===== config.mk =====
export PLATFORM = sky130hd
export DESIGN_NAME = decim_8_avg
export DESIGN_NICKNAME = d
export VERILOG_FILES = /design/src/rtl/decim_8_avg.sv
export SDC_FILE = /design/constraint.sdc
export NUM_CORES = 1
export LEC_CHECK = 0
export BUFFER_PORTS_ARGS = -buffer_cell sky130_fd_sc_hd__buf_4
export CORE_MARGIN = 5
export CORE_UTILIZATION = 50
export DETAILED_ROUTE_END_ITERATION = 8
export GPL_TIMING_DRIVEN = 1
export HOLD_SLACK_MARGIN = 0.08
export PLACE_DENSITY = 0.81
export SYNTH_ARGS = -nofsm -noshare
export SYNTH_HDL_FRONTEND = slang
export SYNTH_SLANG_ARGS = --single-unit

===== constraint.sdc =====
create_clock -name clk -period 2.85 [get_ports clk]
set_clock_uncertainty 0.2 [all_clocks]
set_input_delay 0.4275 -clock clk [delete_from_list [all_inputs] [get_ports clk]]
set_output_delay 0.4275 -clock clk [all_outputs]
set_load 0.1 [all_outputs]

===== src/rtl/decim_8_avg.sv =====
// Decimating I/Q averager: sums DECIM accepted samples, rounds, divides by DECIM.
// One averaged sample per block, held in a registered valid/ready output stage.
module decim_8_avg #(
    parameter int DECIM = 8,
    parameter int DW    = 12,
    parameter int ROUND = 1
) (
    input  logic                 clk,
    input  logic                 rst,
    input  logic                 clr,
    input  logic                 in_valid,
    output logic                 in_ready,
    input  logic signed [DW-1:0] in_i,
    input  logic signed [DW-1:0] in_q,
    input  logic                 out_ready,
    output logic                 out_valid,
    output logic signed [DW-1:0] out_i,
    output logic signed [DW-1:0] out_q
);

    localparam int L  = $clog2(DECIM);
    localparam int AW = DW + L;

    logic signed [AW-1:0] acc_i;
    logic signed [AW-1:0] acc_q;
    logic signed [AW-1:0] ext_i;
    logic signed [AW-1:0] ext_q;
    logic signed [AW-1:0] rnd;
    logic signed [AW-1:0] sum_i;
    logic signed [AW-1:0] sum_q;
    logic [L-1:0]         cnt;
    logic                 last;
    logic                 accept;
    logic                 load;

    assign last     = (cnt == L'(DECIM - 1));
    assign in_ready = !(out_valid && !out_ready && last);
    // clr wins over a concurrent handshake: the sample is consumed and dropped
    assign accept   = in_valid && in_ready && !clr;
    assign load     = accept && last;

    assign ext_i = {{L{in_i[DW-1]}}, in_i};
    assign ext_q = {{L{in_q[DW-1]}}, in_q};
    assign rnd   = (ROUND != 0) ? AW'(DECIM / 2) : '0;
    assign sum_i = acc_i + ext_i + rnd;
    assign sum_q = acc_q + ext_q + rnd;

    always_ff @(posedge clk or posedge rst) begin
        if (rst) begin
            acc_i <= '0;
            acc_q <= '0;
            cnt   <= '0;
        end else if (clr || load) begin
            acc_i <= '0;
            acc_q <= '0;
            cnt   <= '0;
        end else if (accept) begin
            acc_i <= acc_i + ext_i;
            acc_q <= acc_q + ext_q;
            cnt   <= cnt + L'(1);
        end
    end

    // Upper DW bits of the sum are the arithmetic shift by L
    always_ff @(posedge clk or posedge rst) begin
        if (rst) begin
            out_valid <= 1'b0;
            out_i     <= '0;
            out_q     <= '0;
        end else if (load) begin
            out_valid <= 1'b1;
            out_i     <= sum_i[AW-1:L];
            out_q     <= sum_q[AW-1:L];
        end else if (out_ready) begin
            out_valid <= 1'b0;
        end
    end

endmodule


==> impl_metrics.ini <==
[final_layout]
antenna_cells = 0
syn_to_final_growth_pct = 41.5
seq_area_um2 = 1450
n_fill_cell = 552
multi_input_area_um2 = 2800
nets = 642
drive_above_1_share_pct = 38.5

[clocking]
clkLatencyLatePin_ns = 0.33
tritoncts = built
cts_buffer_depth = 2
path_clk_slew_ns = 0.07
cts_buffers = 9
cts_sinks = 58
h-tree-depth = 3
cts_root_buf = clkbuf_8

[synthesis]
synth_cell_types = 57
syn_nets = 498
synth_area_leader_cell = dfrtp_1
synthArstFlopShare_pct = 100
netlist_area_um2 = 4010
synth_edf_count = 0
synth_top_area_share_pct = 36.2
syn_inst = 435
synth.area.top_cells = dfrtp_1, ha_1, a22o_1
ys_ff_latch = 58
yosysSeqAreaShare_pct = 36.2
yosys_warnings = 0
syn_area_per_cell_um2 = 9.22
synth-main-ff-cell = dfrtp_1

[detailed_routing]
route.vias.total = 4002
drc = 0
ant_nets = 0
routedWlPerCell_um = 16.6
drtIter0Drc = 136
wirelength_um = 11400
viasPerCell = 5.83
firstDrtPassIters = 4

[timing]
hold_violations = 0
tightest_slew_ns = 0.642
finalCritPeriodShare_pct = 103
setup_violations = 5
hold_slack_ns = 0.193
layout_min_cycle_time_ns = 2.93
rsz0062_at_grt = yes
relSlewSlack_pct = 57.2
max_freq_mhz = 342
drv_slew = 0
setup_ws_ns = -0.0779
tns_ns = -0.232

[grt]
grt_pass1_vias = 3969
grt_start_max_net_pins = 34
overflow = 0
gr-usage-all-layers_pct = 22.1
antenna_found_initial = 0
grt_pass1_wl_um = 17900

[critical_path]
r2r_start = acc_q[0]
crit_type = flop to flop
critPathMaxFanout = 3
cp-end-kind = flop
r2r_end = out_q[10]
cp.required_ns = 2.86
reg2reg_slack_ns = -0.08
rr_worst_depth = 10
crit_path_start_kind = flop
critical_path_arrival_ns = 2.94

[run]
maxCapViolations = 0

[hold_path]
hp-start = out_ready
hold_end = out_valid
min_path_cells = 3
holdCritPathClass = input port to flop

[die]
start_util_pct = 51.6
core_um2 = 7770
ios = 55
rows = 32
die-area_um2 = 9910
die_y_um = 99.6
die_w_um = 99.6

[power]
p_per_area_nw_per_um2 = 573
vdd_ir_drop_max_v = 0.000292
p_leak_nw = 2.78

[placement]
gp_congestion = 0.907
dpl.hpwl_um = 8080
numPortBuffers = 54

[outcome]
status = finished with violations
violations = negative setup slack
## placed cells by master, fill, tap and decap left out, drive strengths merged, types with 3 or more instances in the layout
master   Yosys  layout
nor2        22      22
inv          6       7
clkinv       0       5
a21oi       14      14
nor3        13      13
or2          3       3
or3          4       4
nand2       58      58
nor4         5       5
a22o        25      25
a211o        3       3
o21ai       42      42
a211oi      10      10
a2111oi      3       3
dfrtp       58      58
nand3       14      14
and3         3       3
buf          1     145
xor2        20      20
nand2b       3       3
xnor2       16      16
clkbuf      12       9
ha          32      32
a21o         9       9
o21a         4       4
a221oi       3       3
or3b         3       3
o211ai       5       5
and2         3       3
nor3b        5       5
nor2b        9       9
## where the power goes
group / internal, mW / leakage, nW / switching (mW)
clock: 0.313 / 0.0891 / 0.350
sequential: 0.885 / 0.787 / 0.0510
combinational: 0.812 / 1.90 / 0.839
total: 2.01 / 2.78 / 1.24
## worst max-delay path, stage by stage (launching register included)
cell and delay [ns]:
dfrtp_1 0.41, ha_4 0.18, fa_2 0.40, a211oi_4 0.32, o21ai_2 0.12, a211o_1 0.31
o31ai_1 0.28, buf_4 0.19, nand3_1 0.09, xor2_1 0.22, o21ai_1 0.08
## area by class of cell
class	count	share of cell area (%)
timing repair buffer	146	19.4
multi-input combinational	358	49.3
tap	102	2.25
clock buffer	9	2.18
inverter	6	0.397
clock inverter	7	0.794
sequential	58	25.6
## worst max-delay path by stage
stage	startpoint	end	slack, ns
after floorplan	in_i[0]	out_i[11]	0.007
after global placement	in_i[0]	out_i[10]	-0.23
after detailed placement	in_i[0]	out_i[11]	-0.27
after CTS	acc_i[0]	out_i[11]	-0.02
after global routing	acc_i[0]	out_i[11]	-0.22
final	acc_q[0]	out_q[10]	-0.08
## cells in the mapped netlist, types with 3 or more instances
cell type   n
o21a_1      4
or2_2       3
xor2_1     20
clkbuf_1   12
a21oi_1    14
nor2_1     22
a221oi_1    3
ha_1       32
nand3_1    12
or3_1       4
a21o_1      8
a2111oi_0   3
inv_1       6
and3_1      3
nand2b_1    3
xnor2_1    16
nor4_1      4
a211oi_1    9
nor3b_1     5
or3b_2      3
nand2_1    58
o21ai_0    38
nor3_1     13
a211o_1     3
a22o_1     25
o21ai_1     4
o211ai_1    3
dfrtp_1    58
nor2b_1     9
## cell families (layout without fill, tap and decap cells)
family / after synthesis / count (layout) / synth area share [%]
xor gates and xnor gates: 36 / 36 / 7.86
buffers and inverters: 19 / 168 / 1.81
DFF: 58 / 58 / 36.2
and+or+nand+nor: 156 / 156 / 20.0
muxes: 2 / 2 / 0.499
adders and majority gates: 34 / 34 / 11.0
AOI/OAI and AO/OA: 130 / 130 / 22.7
## registers in the layout, indices dropped and copies added (netlist names)
name	flops
acc_i	15
acc_q	15
out_i	12
out_q	12
cnt	3
out_valid	1
## repair_timing
action                                  4_1_cts  5_1_grt
hold buffers                                  1        0
endpoints found under the hold margin        30        0
resized for setup                            18       36
endpoints found under the setup margin        9       14
pin swaps                                    14       23
setup buffers                                 5        9
## per-layer routing
layer / wire length, um / track usage, % / up-vias
met2: 5890 / 38.9 / 119
li1: - / - / 1887
met4: 282 / 8.82 / 0
met3: 555 / 3.09 / 32
met5: 0 / 0 / -
met1: 4640 / 27.3 / 1964
## through the flow
stage	power, mW	std cells	util (%)	setup slack (ns)	cell area, um^2
finish	3.25	686	73.1	-0.0779	5670
global route	3.43	686	73.1	-0.218	5670
CTS	3.07	677	69.8	-0.0176	5420
detailed placement	2.34	655	65.9	-0.274	5120
global placement	2.29	655	65.9	-0.229	5120
floorplan	1.78	435	-	0.00667	4060
Note: power is estimated with default switching activity, not from simulation.
